`config.mk`:
```
export PLATFORM = sky130hd
export DESIGN_NAME = rv32i_mem_arbiter
export DESIGN_NICKNAME = d
export VERILOG_FILES = /design/src/rtl/rv32i_mem_arbiter.sv
export SDC_FILE = /design/constraint.sdc
export NUM_CORES = 1
export LEC_CHECK = 0
export ABC_AREA = 1
export BUFFER_PORTS_ARGS = -buffer_cell sky130_fd_sc_hd__buf_2
export CAP_MARGIN = 20
export CORE_AREA = 2 2 99 101
export DETAILED_ROUTE_END_ITERATION = 10
export DIE_AREA = 0 0 101 103
export GPL_ROUTABILITY_DRIVEN = 0
export REMOVE_ABC_BUFFERS = 1
export SLEW_MARGIN = 10
export SYNTH_ARGS = -nofsm -noshare
export SYNTH_HDL_FRONTEND = slang
export SYNTH_SLANG_ARGS = --single-unit
```
`constraint.sdc`:
```
create_clock -name Clk_100MHz -period 3.6 [get_ports Clk_100MHz]
set_input_delay 0.36 -clock Clk_100MHz [delete_from_list [all_inputs] [get_ports Clk_100MHz]]
set_output_delay 0.36 -clock Clk_100MHz [all_outputs]
set_load 0.01 [all_outputs]
```
`src/rtl/rv32i_mem_arbiter.sv`:
```
// Arbiter sharing one single-port synchronous unified RAM between the IF fetch port
// and the MEM load/store port, with starvation relief for IF and flush of IF responses.
module rv32i_mem_arbiter #(
    parameter int MEM_ADDR_BITS = 12,
    parameter int MAX_STARVE    = 4
) (
    input  logic                     Clk_100MHz,
    input  logic                     Reset_n,
    input  logic                     Flush,
    input  logic                     IF_req,
    input  logic [31:0]              IF_addr,
    output logic                     IF_gnt,
    output logic                     IF_rvalid,
    output logic [31:0]              IF_rdata,
    input  logic                     MEM_req,
    input  logic                     MEM_we,
    input  logic [3:0]               MEM_be,
    input  logic [31:0]              MEM_addr,
    input  logic [31:0]              MEM_wdata,
    output logic                     MEM_gnt,
    output logic                     MEM_rvalid,
    output logic [31:0]              MEM_rdata,
    output logic                     RAM_en,
    output logic [3:0]               RAM_we,
    output logic [MEM_ADDR_BITS-1:0] RAM_addr,
    output logic [31:0]              RAM_wdata,
    input  logic [31:0]              RAM_rdata
);

    typedef enum logic [1:0] {
        IDLE,
        RESP_IF,
        RESP_MEM
    } resp_e;

    localparam logic [3:0] STARVE_LIMIT = 4'(MAX_STARVE);

    resp_e      state, state_next;
    logic [3:0] starve_cnt;
    logic       if_wins, mem_wins;

    // Word address bits beyond the RAM depth and the byte offset are intentionally dropped.
    logic unused_addr_bits;
    assign unused_addr_bits = ^{IF_addr[31:MEM_ADDR_BITS+2], IF_addr[1:0],
                                MEM_addr[31:MEM_ADDR_BITS+2], MEM_addr[1:0]};

    // Grants are qualified by Reset_n so every output is quiet while reset is held.
    always_comb begin
        if_wins  = Reset_n && IF_req && !Flush && (!MEM_req || starve_cnt == STARVE_LIMIT);
        mem_wins = Reset_n && MEM_req && !if_wins;
    end

    assign IF_gnt  = if_wins;
    assign MEM_gnt = mem_wins;

    always_comb begin
        // NOTE: every combinational output gets a default first so no latch is inferred.
        RAM_en    = 1'b0;
        RAM_we    = 4'b0000;
        RAM_addr  = '0;
        RAM_wdata = '0;
        if (if_wins) begin
            RAM_en   = 1'b1;
            RAM_addr = IF_addr[MEM_ADDR_BITS+1:2];
        end else if (mem_wins) begin
            RAM_en    = 1'b1;
            RAM_we    = MEM_we ? MEM_be : 4'b0000;
            RAM_addr  = MEM_addr[MEM_ADDR_BITS+1:2];
            RAM_wdata = MEM_wdata;
        end
    end

    // Counter stops at the limit because IF is then guaranteed the next grant or a clear.
    always_ff @(posedge Clk_100MHz or negedge Reset_n) begin
        if (!Reset_n) begin
            starve_cnt <= 4'd0;
        end else if (IF_req && !Flush && !if_wins) begin
            // NOTE: sequential state uses non-blocking assignments to avoid ordering races.
            starve_cnt <= starve_cnt + 4'd1;
        end else begin
            starve_cnt <= 4'd0;
        end
    end

    always_ff @(posedge Clk_100MHz or negedge Reset_n) begin
        if (!Reset_n) state <= IDLE;
        else          state <= state_next;
    end

    always_comb begin
        state_next = IDLE;
        if (if_wins)                 state_next = RESP_IF;
        else if (mem_wins && !MEM_we) state_next = RESP_MEM;
    end

    // A flush kills only the IF response; a MEM response in flight is unaffected.
    always_comb begin
        IF_rvalid  = 1'b0;
        IF_rdata   = '0;
        MEM_rvalid = 1'b0;
        MEM_rdata  = '0;
        case (state)
            RESP_IF: begin
                if (!Flush) begin
                    IF_rvalid = 1'b1;
                    IF_rdata  = RAM_rdata;
                end
            end
            RESP_MEM: begin
                MEM_rvalid = 1'b1;
                MEM_rdata  = RAM_rdata;
            end
            default: ;
        endcase
    end

endmodule

```
==> results of run 1 <==
==> metal layers <==
metal | wire length [µm] | global-route usage, %
met5 | 0 | 0
met4 | 103 | 4.05
met3 | 717 | 1.76
met2 | 2910 | 18.9
met1 | 2060 | 9.92
==> repair_timing <==
item                                   CTS  global route
hold buffers                             1             0
setup endpoints to repair                0             0
endpoints found under the hold margin    6             0
==> layout by cell type (no fill, tap or decap) <==
cell and n:
buf_2 214, buf_6 1, buf_8 1, clkbuf_8 3, dfrtp_1 6, dlygate4sd3_1 1, ha_1 2, inv_1 76
nand2_1 23, nand2_2 1, nand2_4 2, nand3_1 25, nand3_2 1, nor2_1 87, nor2_2 19, nor2_4 1
xnor2_1 1, xor2_1 1
==> critical path: stages <==
cell and delay [ps]:
dlygate4sd3_1 520, buf_2 200, nand2_1 110, nor2_4 310, nand2_4 200, nand2_4 420, nor2_1 80, buf_2 160
==> sequential cells by signal, summed over array words and instances (netlist names) <==
| name | count |
|---|---|
| starve_cnt | 4 |
| state | 2 |
==> cells by family after synthesis <==
group | count (synthesis)
flops | 6
fa+ha+maj | 2
xor+xnor | 2
simple gates | 159
buf+inv | 90
==> worst paths after layout <==
kind | start | end | slack, ps | cells past startpoint
min | MEM_we | state[1] | 370 | 2
max | Reset_n | RAM_we[3] | 850 | 8
max in group asynchronous | Reset_n | starve_cnt[3] | 2930 | 2
min reg2reg | starve_cnt[0] | starve_cnt[0] | 490 | 1
min in group asynchronous | Reset_n | state[1] | 510 | 2
max reg2reg | starve_cnt[0] | state[1] | 1780 | 7
==> stage by stage <==
step / cell area [µm²] / total power [mW]
floorplan: 1180 / 0.157
global placement: 2400 / 0.259
detailed placement: 2400 / 0.260
CTS: 2450 / 0.364
global route: 2480 / 0.391
finish: 2480 / 0.358
==> area by class of cell <==
type,count,share of cell area [%]
clock buffers,3,1.67
flip-flops and latches,6,6.06
repair buffers,217,44.7
well taps,114,5.76
multi-input cells,163,30.3
inverters,76,11.5
==> power groups by stage <==
stage                     Combinational, mW  Sequential, mW  Clock [mW]
after global routing                  0.212          0.0713       0.108
after global placement                0.187          0.0718           0
after detailed placement              0.188          0.0718           0
after CTS                             0.190          0.0710       0.103
final                                 0.187          0.0710       0.100
after floorplan                      0.0850          0.0715           0
==> reports/results.ini, run 1 <==
[grt]
overflow=0
first_global_vias=1695
antenna_found_initial=1
grt_use_total_pct=9.61
grt_pass1_wl_um=7680
grt_max_degree=39

[sta]
final_max_slew_viol_count=0
setup-tns-final_ps=0
fin_crit_sh_pct=76.5
layout_setup_ws_ps=846
fin_skew_ps=0.311
fmax_ghz=0.363
setup_viol=0
hold_viol_final=0
worstMarginPinSlew_ps=494
fin_hold_ws_ps=370
slew_headroom_pct=67.0
period_needed_ps=2750
rsz0062_at_grt=false

[die]
rows=36
die_y_um=103
core_region_area_um2=9460
start_util_pct=13.5
dieArea_um2=10400
io_pins=255
die_width_um=101

[yosys]
yosys.area.top_type=nor2_1
yosysSeqAreaShare_pct=11.8
synth_edf_count=0
synth_ff_type=dfrtp_1
synthMuxAreaShare_pct=0
synth_compound_area_share_pct=0
synth-adder-area-share_pct=1.96
synth_top_family_by_area=simple AND/OR/NAND/NOR gates
ys_top_cells_by_count=nor2_1, inv_1, nand3_1
synth.distinct_cells=17
synthSimpleGateAreaFrac_pct=55.3
synthArstFlopShare_pct=100
yosysMostFrequentCell=nor2_1
yosys_warnings=0
synthCells=259
synth_area_leaders=nor2_1, inv_1, dfrtp_1
synth.avg_cell_area_um2=4.93
synth_top_area_share_pct=25.6
synth-seq-cells=6
synth_xor_xnor_area_share_pct=1.37
syn_area_um2=1280

[power_and_ir_drop]
p_leak_nw=1.92
intPower_mw=0.225
power_density_nw_per_um2=145
netSwitchingPower_mw=0.133
swShare_pct=37.1
peakVddDrop_v=0.0000733
clkPwrFrac_pct=27.9
sequentialPowerShare_pct=19.8
combPwrFrac_pct=52.3

[critical_path]
worstPathArrival_ps=2390
end_kind=output port
start_kind=input pin
critPathMaxFanout=38
critical_path_class=in -> out
required_ps=3240

[drt]
wl_per_cell_um=10.0
first_pass_iters=4
drc=0
detail-route-antenna-nets=0
wl_um=5790
num_vias=2143
post_drt_via_cell_ratio=3.70
detail_route.iter0.violations=48

[flow_run]
maxCapViolations=0

[clock_tree]
worst_setup_hold_path_clk_slew_ps=30
post_cts_buffers=0
cts_made_buffers=3
htree_levels=1
clk_latency_ps=220
cts_tree=done
ctsResizeCount=0
cts_num_sinks=6
cts_buffer_depth=2
cts_root_buf=clkbuf_8

[cells_and_area]
seq_area_um2=150
final_util_pct=26.2
drive_gt1_share_pct=52.3
multi_input_area_um2=749
stdcell_count=579
synthToLayoutAreaGrowth_pct=93.8
nets=607
nFillCells=1133
antenna_cells=0

[placement]
io_buffers=214
place_ws_ps=1330
dp_cells=573
dp_hpwl_um=5110

[run_status]
status=finished clean

[hold_path]
hold_path.class=in -> reg

Note: power is estimated with default switching activity, not from simulation.
==> run 2: changes to the inputs <==
--- a/config.mk
+++ b/config.mk
@@ -8,9 +8,9 @@
 export ABC_AREA = 1
 export BUFFER_PORTS_ARGS = -buffer_cell sky130_fd_sc_hd__buf_2
 export CAP_MARGIN = 20
-export CORE_AREA = 2 2 99 101
+export CORE_AREA = 2 2 98 100
 export DETAILED_ROUTE_END_ITERATION = 10
-export DIE_AREA = 0 0 101 103
+export DIE_AREA = 0 0 100 102
 export GPL_ROUTABILITY_DRIVEN = 0
 export REMOVE_ABC_BUFFERS = 1
 export SLEW_MARGIN = 10
==> constraint.sdc (replaced) <==
create_clock -name Clk_100MHz -period 2.4 [get_ports Clk_100MHz]
set_input_delay 0.24 -clock Clk_100MHz [delete_from_list [all_inputs] [get_ports Clk_100MHz]]
set_output_delay 0.24 -clock Clk_100MHz [all_outputs]
set_load 0.01 [all_outputs]
==> run 2 against run 1 <==
  * Clock power grew 45%
  * Setup slack lost 560 ps
  * Routed wire length is 8.8% higher
  * Critical endpoint is now RAM_we[0]
  * Die area shrank 2.0%
  * Cell area increased by 1.4%
  * First-iteration DRC count rose by 6.3%
  * Critical path type is now reg -> out
  * Sequential power rose by 49%
  * Sequential cell count is the same
  * Critical path depth grew 1
  * Global-route usage grew 1.6 points
  * Via count grew 5.7%
==> reports/results.ini, run 2 (synthesized netlist as in run 1, its figures left out) <==
[sta]
fin_skew_ps=2.25  ; was 0.311 ps
rsz0062_at_grt=false  ; unchanged
final_max_slew_viol_count=0  ; unchanged
setup-tns-final_ps=0  ; unchanged
slew_headroom_pct=71.9  ; was 67.0%
fmax_ghz=0.473
setup_viol=0  ; unchanged
worstMarginPinSlew_ps=421  ; was 494 ps
fin_crit_sh_pct=88.0
hold_viol_final=0  ; unchanged
period_needed_ps=2110

[drt]
post_drt_via_cell_ratio=3.91  ; was 3.70
num_vias=2265  ; was 2,143
first_pass_iters=4  ; unchanged
detail_route.iter0.violations=51  ; was 48
wl_per_cell_um=10.9  ; was 10.0 µm
wl_um=6300  ; was 5790 µm
drc=0  ; unchanged
detail-route-antenna-nets=0  ; unchanged

[critical_path]
end_kind=output port  ; unchanged
critPathMaxFanout=17  ; was 38
start_kind=flip-flop  ; was input pin
critical_path_class=reg -> out  ; was in -> out
r2r-start=starve_cnt[0]  ; unchanged
reg2regPathDepth=8  ; was 7
r2r-end=state[1]  ; unchanged
required_ps=2160  ; was 3240 ps
worstPathArrival_ps=1870  ; was 2390 ps
rrSetupSlack_ps=780  ; was 1780 ps

[grt]
overflow=0  ; unchanged
grt_use_total_pct=11.2  ; was 9.61%
antenna_found_initial=0  ; was 1
grt_max_degree=34  ; was 39
grt_pass1_wl_um=9080  ; was 7680 µm
first_global_vias=1998  ; was 1,695

[placement]
io_buffers=214  ; unchanged
dp_hpwl_um=5620  ; was 5110 µm

[die]
die_width_um=100  ; was 101 µm
die_y_um=102  ; was 103 µm
dieArea_um2=10200  ; was 10,400 µm²
rows=35  ; was 36
io_pins=255  ; unchanged
core_region_area_um2=9110  ; was 9460 µm²
start_util_pct=14.0  ; was 13.5%

[flow_run]
maxCapViolations=0  ; unchanged

[clock_tree]
clk_latency_ps=220  ; about the same
post_cts_buffers=0  ; unchanged
cts_buffer_depth=2  ; unchanged
cts_num_sinks=6  ; unchanged
cts_made_buffers=3  ; unchanged
worst_setup_hold_path_clk_slew_ps=30  ; about the same
htree_levels=1  ; unchanged
cts_tree=done  ; unchanged
cts_root_buf=clkbuf_8  ; unchanged

[cells_and_area]
nets=610  ; was 607
layout_commonest_cell=buf_2  ; unchanged
reg_top3=starve_cnt (4), state (2)  ; unchanged
final_util_pct=27.6  ; was 26.2%
largest_reg_flops=4  ; unchanged
nFillCells=1039  ; was 1,133
drive_gt1_share_pct=52.6  ; was 52.3%
antenna_cells=0  ; unchanged
layout_common_cells=buf_2, nor2_1, inv_1, nand3_1, nand2_1  ; unchanged
synthToLayoutAreaGrowth_pct=96.5  ; was 93.8%
top_register=starve_cnt  ; unchanged

[power_and_ir_drop]
p_leak_nw=1.93  ; was 1.92 nW
clkPwrFrac_pct=26.5  ; was 27.9%
combPwrFrac_pct=54.1  ; was 52.3%
sequentialPowerShare_pct=19.4  ; was 19.8%
peakVddDrop_v=0.0000906  ; was 0.0000733 V
netSwitchingPower_mw=0.204  ; was 0.133 mW
power_density_nw_per_um2=218  ; was 145 nW/µm²
swShare_pct=37.3  ; was 37.1%
intPower_mw=0.344  ; was 0.225 mW

[hold_path]
min_to=state[1]  ; unchanged
hold_path.class=in -> reg  ; unchanged
min_from=MEM_we  ; unchanged
min_path_cells=2  ; unchanged

[run_status]
status=finished clean  ; unchanged

run 2: changes by cell type in the layout (fill, tap and decap cells not counted), sizes merged:
| cell | change |
|---|---|
| buf | +3 |
run 2: power groups by stage:
| stage | Sequential (mW) | Clock [mW] | Combinational, mW |
|---|---|---|---|
| global placement | 0.108 | 0 | 0.292 |
| CTS | 0.106 | 0.151 | 0.298 |
| floorplan | 0.107 | 0 | 0.128 |
| finish | 0.106 | 0.145 | 0.296 |
| detailed placement | 0.108 | 0 | 0.296 |
| global route | 0.107 | 0.157 | 0.330 |
run 2: repair_timing:
action,4_1_cts,5_1_grt
hold buffers,1,0
setup endpoints to repair,0,16
gates resized for setup,0,2
endpoints found under the hold margin,6,0
run 2: worst max path at each step:
stage,start,end,cells after the start
after floorplan,starve_cnt[0],RAM_wdata[0],7
after global routing,starve_cnt[0],RAM_we[0],9
after CTS,starve_cnt[0],RAM_we[0],9
after detailed placement,starve_cnt[0],RAM_we[0],9
final,starve_cnt[0],RAM_we[0],9
after global placement,starve_cnt[0],RAM_we[3],9
run 2: layout make-up:
class / count / area [µm²] / area share [%]
Clock buffer: 3 / 41.3 / 1.65
Inverter: 76 / 285 / 11.4
Multi-Input combinational cell: 163 / 763 / 30.4
Sequential cell: 6 / 150 / 5.98
Tap cell: 111 / 139 / 5.53
Timing Repair Buffer: 220 / 1130 / 45.1
run 2: per-stage QoR:
step | power [mW] | worst slack, ps | instances | area, µm² | hold slack (ps)
3_5_place_dp | 0.403 | 311 | 575 | 2440 | 82.6
2_1_floorplan | 0.235 | 692 | 245 | 1180 | -55.6
4_1_cts | 0.556 | 75.6 | 579 | 2500 | 269
5_1_grt | 0.593 | 100 | 579 | 2510 | 286
3_3_place_gp | 0.399 | 415 | 575 | 2440 | 80.8
6_report | 0.548 | 288 | 579 | 2510 | 260
run 2: routing by layer:
metal  wire length, µm  vias to the layer above  track usage [%]  part of all wire, %
met5                 0                        -                0                    0
met4                47                        0             3.79                 0.75
met3               680                        2             1.98                   11
met2              3170                      163             21.6                   50
met1              2400                      965             12.4                   38
li1                  -                     1135                -                    -
run 2: critical path, cell delays in order (launching register included):
cell	delay [ps]
dfrtp_1	380
inv_1	60
ha_1	200
nand3_2	90
nand2_4	130
nand2_8	160
nand2_4	150
buf_12	190
nor2_1	130
buf_2	150
